`src/rtl/spi_ram_slave.sv`:
```
// SPI mode-0 responder emulating a 23LC512-style serial SRAM (READ 0x03 / WRITE 0x02, 16-bit address).
// Inputs are oversampled through SYNC_STAGES flops; no backpressure, the SPI master paces every transfer.
module spi_ram_slave #(
  parameter int MEM_AW      = 8,
  parameter int SYNC_STAGES = 2
) (
  input  logic        clk_core_i,
  input  logic        rst_n_i,
  input  logic        spi_sclk_i,
  input  logic        spi_mosi_i,
  input  logic        spi_cs_i,
  output logic        spi_miso_o,
  output logic        spi_miso_oe_o,
  output logic        wr_strobe_o,
  output logic [15:0] wr_addr_o,
  output logic [7:0]  wr_data_o,
  output logic        busy_o
);

  typedef enum logic [2:0] {
    IDLE, CMD, ADDR_HI, ADDR_LO, RD_DATA, WR_DATA, IGNORE
  } state_t;

  state_t state_q, state_d;

  logic [SYNC_STAGES-1:0] sclk_sync, mosi_sync, cs_sync;
  logic                   sclk_prev;
  logic                   sclk_s, mosi_s, cs_s;
  logic                   rise, fall, byte_done;

  logic [2:0]  bit_cnt;
  logic [6:0]  rx_sr;
  logic [7:0]  rx_next;
  logic [7:0]  tx_sr;
  logic [15:0] addr_q;
  logic [15:0] addr_inc;
  logic        is_rd_q;

  logic cmd_done, latch_hi, latch_lo, wr_commit, rd_shift;

  logic [7:0] mem [2**MEM_AW];

  // CS resets to "deasserted" so busy_o and the FSM come out of reset idle.
  always_ff @(posedge clk_core_i or negedge rst_n_i) begin
    if (!rst_n_i) begin
      sclk_sync <= '0;
      mosi_sync <= '0;
      cs_sync   <= '1;
      sclk_prev <= 1'b0;
    end else begin
      sclk_sync <= {sclk_sync[SYNC_STAGES-2:0], spi_sclk_i};
      mosi_sync <= {mosi_sync[SYNC_STAGES-2:0], spi_mosi_i};
      cs_sync   <= {cs_sync[SYNC_STAGES-2:0], spi_cs_i};
      sclk_prev <= sclk_s;
    end
  end

  assign sclk_s    = sclk_sync[SYNC_STAGES-1];
  assign mosi_s    = mosi_sync[SYNC_STAGES-1];
  assign cs_s      = cs_sync[SYNC_STAGES-1];
  assign rise      = sclk_s & ~sclk_prev & ~cs_s;
  assign fall      = ~sclk_s & sclk_prev & ~cs_s;
  assign byte_done = rise & (bit_cnt == 3'd7);
  assign rx_next   = {rx_sr, mosi_s};
  assign addr_inc  = addr_q + 16'd1;
  assign busy_o    = ~cs_s;

  always_ff @(posedge clk_core_i or negedge rst_n_i) begin
    if (!rst_n_i) state_q <= IDLE;
    else          state_q <= state_d;
  end

  always_comb begin
    state_d = state_q;
    if (cs_s) begin
      state_d = IDLE;
    end else begin
      case (state_q)
        IDLE:    state_d = CMD;
        CMD:     if (byte_done) state_d = (rx_next == 8'h03 || rx_next == 8'h02) ? ADDR_HI : IGNORE;
        ADDR_HI: if (byte_done) state_d = ADDR_LO;
        ADDR_LO: if (byte_done) state_d = is_rd_q ? RD_DATA : WR_DATA;
        default: state_d = state_q;
      endcase
    end
  end

  always_comb begin
    cmd_done  = 1'b0;
    latch_hi  = 1'b0;
    latch_lo  = 1'b0;
    wr_commit = 1'b0;
    rd_shift  = 1'b0;
    case (state_q)
      CMD:     cmd_done  = byte_done;
      ADDR_HI: latch_hi  = byte_done;
      ADDR_LO: latch_lo  = byte_done;
      WR_DATA: wr_commit = byte_done;
      RD_DATA: rd_shift  = fall;
      default: ;
    endcase
  end

  always_ff @(posedge clk_core_i or negedge rst_n_i) begin
    if (!rst_n_i) begin
      bit_cnt       <= 3'd0;
      rx_sr         <= 7'd0;
      tx_sr         <= 8'd0;
      addr_q        <= 16'd0;
      is_rd_q       <= 1'b0;
      spi_miso_o    <= 1'b0;
      spi_miso_oe_o <= 1'b0;
      wr_strobe_o   <= 1'b0;
      wr_addr_o     <= 16'd0;
      wr_data_o     <= 8'd0;
    end else begin
      wr_strobe_o <= wr_commit;
      if (cs_s) begin
        bit_cnt       <= 3'd0;
        spi_miso_o    <= 1'b0;
        spi_miso_oe_o <= 1'b0;
      end else begin
        if (rise) begin
          rx_sr   <= rx_next[6:0];
          bit_cnt <= bit_cnt + 3'd1;
        end
        if (cmd_done) is_rd_q <= (rx_next == 8'h03);
        if (latch_hi) addr_q[15:8] <= rx_next;
        if (latch_lo) begin
          addr_q[7:0] <= rx_next;
          tx_sr       <= mem[MEM_AW'({addr_q[15:8], rx_next})];
        end
        if (wr_commit) begin
          wr_addr_o <= addr_q;
          wr_data_o <= rx_next;
          addr_q    <= addr_inc;
        end
        // The fall that shifts out bit 0 also fetches the next byte, so its MSB leads the next rise.
        if (rd_shift) begin
          spi_miso_o    <= tx_sr[7];
          spi_miso_oe_o <= 1'b1;
          if (bit_cnt == 3'd7) begin
            tx_sr  <= mem[MEM_AW'(addr_inc)];
            addr_q <= addr_inc;
          end else begin
            tx_sr <= {tx_sr[6:0], 1'b0};
          end
        end
      end
    end
  end

  always_ff @(posedge clk_core_i) begin
    if (wr_commit) mem[MEM_AW'(addr_q)] <= rx_next;
  end

endmodule

```
`config.mk`:
```
export PLATFORM = sky130hd
export DESIGN_NAME = spi_ram_slave
export DESIGN_NICKNAME = d
export VERILOG_FILES = /design/src/rtl/spi_ram_slave.sv
export SDC_FILE = /design/constraint.sdc
export NUM_CORES = 2
export LEC_CHECK = 0
export ABC_CLOCK_PERIOD_IN_PS = 11300
export BUFFER_PORTS_ARGS = -buffer_cell sky130_fd_sc_hd__buf_2
export CORE_AREA = 3 3 548 414
export DETAILED_ROUTE_END_ITERATION = 6
export DIE_AREA = 0 0 551 417
export SYNTH_ARGS = -nofsm -noshare
export SYNTH_HDL_FRONTEND = slang
export SYNTH_SLANG_ARGS = --single-unit
```
`constraint.sdc`:
```
create_clock -name clk_core_i -period 11.3 [get_ports clk_core_i]
set_input_delay 1.13 -clock clk_core_i [delete_from_list [all_inputs] [get_ports clk_core_i]]
set_output_delay 1.13 -clock clk_core_i [all_outputs]
set_load 0.01 [all_outputs]
```
**Word level (Yosys, flattened, before mapping)**

Memories as Yosys holds them, arrays and structs flattened.
Index checks and enable logic that the tools add are counted.

- Register bits: 72
- Latch bits: 0
- Memory bits (writable): 2048
- Memory bits (read-only): 0
- Logic and storage cells: 76
- Memories: 1

Memories:

| name | depth | width | read ports | clocked after Yosys merged registers in | wr ports | line | text |
|---|---|---|---|---|---|---|---|
| mem | 256 | 8 | 2 | 0 | 1 | 41 | `logic [7:0] mem [2**MEM_AW];` |

- Add/sub/neg operators: 2
- Multiply operators: 0
- Div/mod/pow operators: 0
- Magnitude comparators: 0
- Eq/ne operators: 11
- Shifts and indexed selects: 0
- Muxes and demuxes: 28
- Bitwise operators: 8
- Reductions and logical operators: 11

Operators with widths:

| operator | count |
|---|---|
| two-way mux 16 bit | 3 |
| two-way mux 8 bit | 5 |
| two-way mux 3 bit | 7 |
| adder 16 x 1 -> 16 bit (second input constant) | 1 |
| equality test 8 x 2 -> 1 bit (second input constant) | 2 |
| two-way mux 1 bit | 12 |
| case mux 3 bit (4 select lines) | 1 |
| equality test 3 bit (second input constant) | 3 |
| != test 3 bit (second input constant) | 3 |
| AND reduction 2 bit | 4 |
| equality test 3 x 2 -> 1 bit (second input constant) | 2 |
| nonzero test 2 bit | 3 |
| AND 1 bit | 5 |
| nonzero test 5 bit | 1 |
| AND reduction 4 bit | 1 |
| adder 3 x 1 -> 3 bit (second input constant) | 1 |
| equality test 3 x 1 -> 1 bit (second input constant) | 1 |
| logical NOT 3 bit | 1 |
| NOT 1 bit | 3 |
| logical OR 1 bit | 1 |

**Depth between registers and ports, before layout**

- Depth after elaboration: 9
- Mapped depth: 16
- Gate-level depth less buffers: 10

**Worst setup path after synthesis**

OpenSTA, ideal clock, no wires.

- Kind: register -> register
- Start: register rx_sr[2]
- End: register tx_sr[7]
- Data arrival time: 5.975 ns
- Setup slack: 5.196 ns
- Stages on the path, launching flop included: 11
- Clock period less this slack: 6.104 ns
- Path through: dfrtp_1 -> clkinv_1 -> buf_2 -> clkbuf_1 -> clkbuf_1 -> nand2_1 -> a21oi_1 -> a2111oi_0 -> o31ai_1 -> a311oi_1 -> nor3_1

- Longest elaborated chain between the ends: 3

RTL lines:

| item | line | text |
|---|---|---|
| start, declared | 32 | `logic [6:0] rx_sr;` |
| start signal, assigned | 124 | `rx_sr <= rx_next[6:0];` |
| memory (256 x 8 bit) | -- |  |
| two-way mux 8 bit | 129 | `if (latch_lo) begin` |
| two-way mux 8 bit | 139 | `if (rd_shift) begin` |
| end signal, assigned | 131 | `tx_sr <= mem[MEM_AW'({addr_q[15:8], rx_next})];` |
| end signal, assigned | 143 | `tx_sr <= mem[MEM_AW'(addr_inc)];` |
| end signal, assigned | 146 | `tx_sr <= {tx_sr[6:0], 1'b0};` |
| end, declared | 34 | `logic [7:0] tx_sr;` |

No other way between the ends. The select of a mux whose other input is x is not followed.
A chain may end at the register's enable or synchronous reset.

**Worst setup path after layout**

- Start: register addr_q[0]
- End: register tx_sr[3]

- Longest elaborated chain between the ends: 4

RTL lines:

| item | line | text |
|---|---|---|
| start, declared | 35 | `logic [15:0] addr_q;` |
| start signal, assigned | 130 | `addr_q[7:0] <= rx_next;` |
| start signal, assigned | 136 | `addr_q <= addr_inc;` |
| start signal, assigned | 144 | `addr_q <= addr_inc;` |
| adder 16 x 1 -> 16 bit | 65 | `assign addr_inc = addr_q + 16'd1;` |
| memory (256 x 8 bit) | -- |  |
| two-way mux 8 bit | 142 | `if (bit_cnt == 3'd7) begin` |
| two-way mux 8 bit | 139 |  |

No other way between the ends.

==> impl_metrics.ini <==
[grt]
grt_pass1_vias = 56700
use_met2 = 0.394
antenna_found_initial = 24
grt_usage = 0.291
top_usage_layer = met1
grt_overflow = 0
grt_max_degree = 130
grtUsageMet3 = 0.126
grt_pass1_wl_um = 466000
grt_util_met1 = 0.422

[cells_and_area]
nets = 5248
fillers = 18100
area_growth_pct = 10.2
multiInputGateArea_um2 = 34000
final_layout_size_suffix_gt1_frac = 0.313
final_cell_mix = edfxtp_1 (2048), mux4_2 (1081), nor2_1 (345), nand2_1 (273), clkbuf_16 (213)
ff_latch_area_um2 = 63300
mostFrequentLayoutCell = edfxtp_1

[pwr]
total_power_uw = 18800
p_leak_uw = 0.0338
ir_worst_vdd_mv = 0.128
p_per_area_nw_per_um2 = 171

[setup_path]
crit_type = flip-flop to flip-flop
start_kind = flip-flop
max_stage_delay_ps = 950
cp_num_buf_inv = 1
crit_fanout = 55
critPathCaptureType = flip-flop
path_delay_family = simple AND/OR/NAND/NOR gates
required_ps = 12110
slowest_stage = nor2_1
path_cells = buf_4 -> nand4_1 -> o21ai_0 -> nand2_2 -> nor2_1 -> nand3_1 -> a32o_1 -> a311oi_1 -> o221a_2
crit_arrival_ps = 7150

[flow_run]
cap_violations = 2

[clock_network]
cts.sinks = 2120
cts_made_buffers = 212
cts-root-buf = clkbuf_16
htree_levels = 4
clock_latency_ps = 890
postCtsSetupRepairBufs = 0
clock_path_buffers = 4
cts_tree = built
ctsResizeCount = 0
postCtsHoldBufs = 0
clk_pin_slew_worst_paths_ps = 70

[die]
die_area_um2 = 230000
fp.dieW_um = 551
io-pin-count = 33
start_util = 0.448
core_area_um2 = 222000
die_y_um = 417
rows = 150

[timing]
finalSetupViolCount = 0
fmax_mhz = 158
worst_slack_ps = 4960
finalCriticalPeriod_ps = 6340
tns_ps = 0
relSlewSlack = -0.00522
rsz0062_at_grt = no
slew_violations = 2
hold_violations = 0
fin_skew_ps = 71.1
worstMarginPinSlew_ps = 1490
fin_crit_sh = 0.561

[logic_synthesis]
synthAdderAreaFrac = 0.000754
synth_area_um2 = 99600
syn_nets = 5222
muxShareOfSynthArea = 0.268
synth-edff-count = 2048
synth_top_family_by_area = multiplexers
ys_seq_area_frac = 0.636
async_flop_share = 0.0340
synth_xor_area_frac = 0.000867
ys.warnings.count = 0
synthSimpleGateAreaFrac = 0.0372
netlist_instances = 5211
synthFlopType = edfxtp_1
syn_area_per_cell_um2 = 19.1
synth_cell_types = 80
ys_seq_elements = 2120
synth_compound_area_frac = 0.0330

[outcome]
status = complete, but fails checks
violations = design-rule violations, max-capacitance violations, max-slew violations

[routing]
avgRoutedWirePerCell_um = 40.2
dr.first_iter.drc_count = 10200
drt_first_pass_iters = 7
vias_per_cell = 7.04
remaining_drc_errors = 2
vias = 59000
antenna_left = 0
wirelength_um = 337000

[place]
port-buffer-count = 32
routabilityCongestion = 0.945
hpwl_um = 212000
dp_slack_ps = 4980

[worst_hold_path]
worstHoldPathType = input pin to asynchronous set/reset pin
-- layer usage --
metal,vias up,wire (µm)
met1,31400,130000
met5,-,87
met4,12,12700
met2,4545,140000
li1,22300,-
met3,732,53400
-- final timing paths --
check / slack (ps) / cells after the start / start / to
hold / removal: 230 / 1 / rst_n_i / wr_addr_o[2]$_DFFE_PN0P_
setup / recovery: 4960 / 9 / addr_q[0]$_DFFE_PN0N_ / tx_sr[3]$_DFFE_PN0P_
hold reg to reg: 350 / 0 / mosi_sync[0]$_DFF_PN0_ / mosi_sync[1]$_DFF_PN0_
setup reg to reg: 4960 / 9 / addr_q[0]$_DFFE_PN0N_ / tx_sr[3]$_DFFE_PN0P_
max in group asynchronous: 9850 / 2 / rst_n_i / rx_sr[5]$_DFFE_PN0P_
min in group clk_core_i: 350 / 0 / mosi_sync[0]$_DFF_PN0_ / mosi_sync[1]$_DFF_PN0_
-- worst reg2reg max path, delay by kind of cell, from the launching register on --
family | cells | cell delay (ps)
AND/OR/NAND/NOR | 4 | 2680
AO/OA/AOI/OAI | 4 | 1900
buffers and inverters | 1 | 900
flip-flops | 1 | 800
-- cell usage after synthesis (16+ instances only) --
library cell  instances  area, µm²
o21ai_0              72        360
dfrtp_1              70       1750
buf_2               117        586
nor2b_1              20        125
nand4_1              18        113
inv_1                16       60.1
clkbuf_1            163        612
o22ai_1              31        194
mux2i_1             212       2120
a21oi_1              78        390
buf_4                54        405
a211oi_1             20        150
mux2_2               20        225
a31oi_1              17        106
nor3_1               24        120
a2111oi_0            16        140
buf_6                45        507
o221ai_1             19        166
buf_1                29        109
mux4_2             1081      24300
nand2_1             285       1070
nor2_1              352       1320
a22oi_1              32        240
edfxtp_1           2048      61500
a221oi_1             54        473
nand3_1              93        465
-- stage by stage --
| step | hold slack (ps) | util | cell area (µm²) | std cells |
|---|---|---|---|---|
| 2_1_floorplan | 331 | - | 99600 | 5211 |
| 3_3_place_gp | 342 | 0.464 | 103000 | 7986 |
| 3_5_place_dp | 336 | 0.464 | 103000 | 7987 |
| 4_1_cts | 188 | 0.494 | 110000 | 8363 |
| 5_1_grt | 212 | 0.494 | 110000 | 8363 |
| 6_report | 227 | 0.494 | 110000 | 8378 |
-- flip-flops by register name, indices dropped and copies added, names as in the netlist --
name,flops
sclk_prev,1
cs_sync,2
spi_miso_o,1
state_q,3
wr_strobe_o,1
wr_data_o,8
addr_q,16
spi_miso_oe_o,1
tx_sr,8
rx_sr,7
wr_addr_o,16
is_rd_q,1
mosi_sync,2
bit_cnt,3
sclk_sync,2
mem,2048
-- cell type report --
cell class | count | area share
Antenna cell | 15 | 0.000342
Multi-Input combinational cell | 2653 | 0.310
Tap cell | 2964 | 0.0338
Clock buffer | 266 | 0.0511
Sequential cell | 2120 | 0.577
Clock inverter | 110 | 0.00955
Inverter | 21 | 0.000787
Timing Repair Buffer | 229 | 0.0170
-- cells by family after synthesis --
| family | after synthesis |
|---|---|
| DFF | 2120 |
| AOI/OAI and AO/OA | 460 |
| buffers and inverters | 438 |
| xor gates and xnor gates | 9 |
| muxes | 1313 |
| adders and majority gates | 6 |
| and+or+nand+nor | 865 |
-- where the power goes --
part           leakage (µW)  internal [µW]  switching, µW
clock               0.00325           3920           3070
sequential           0.0197           9040            102
combinational        0.0109            688           1950
total                0.0338          13600           5120
Power figures use the tool's default switching activity.
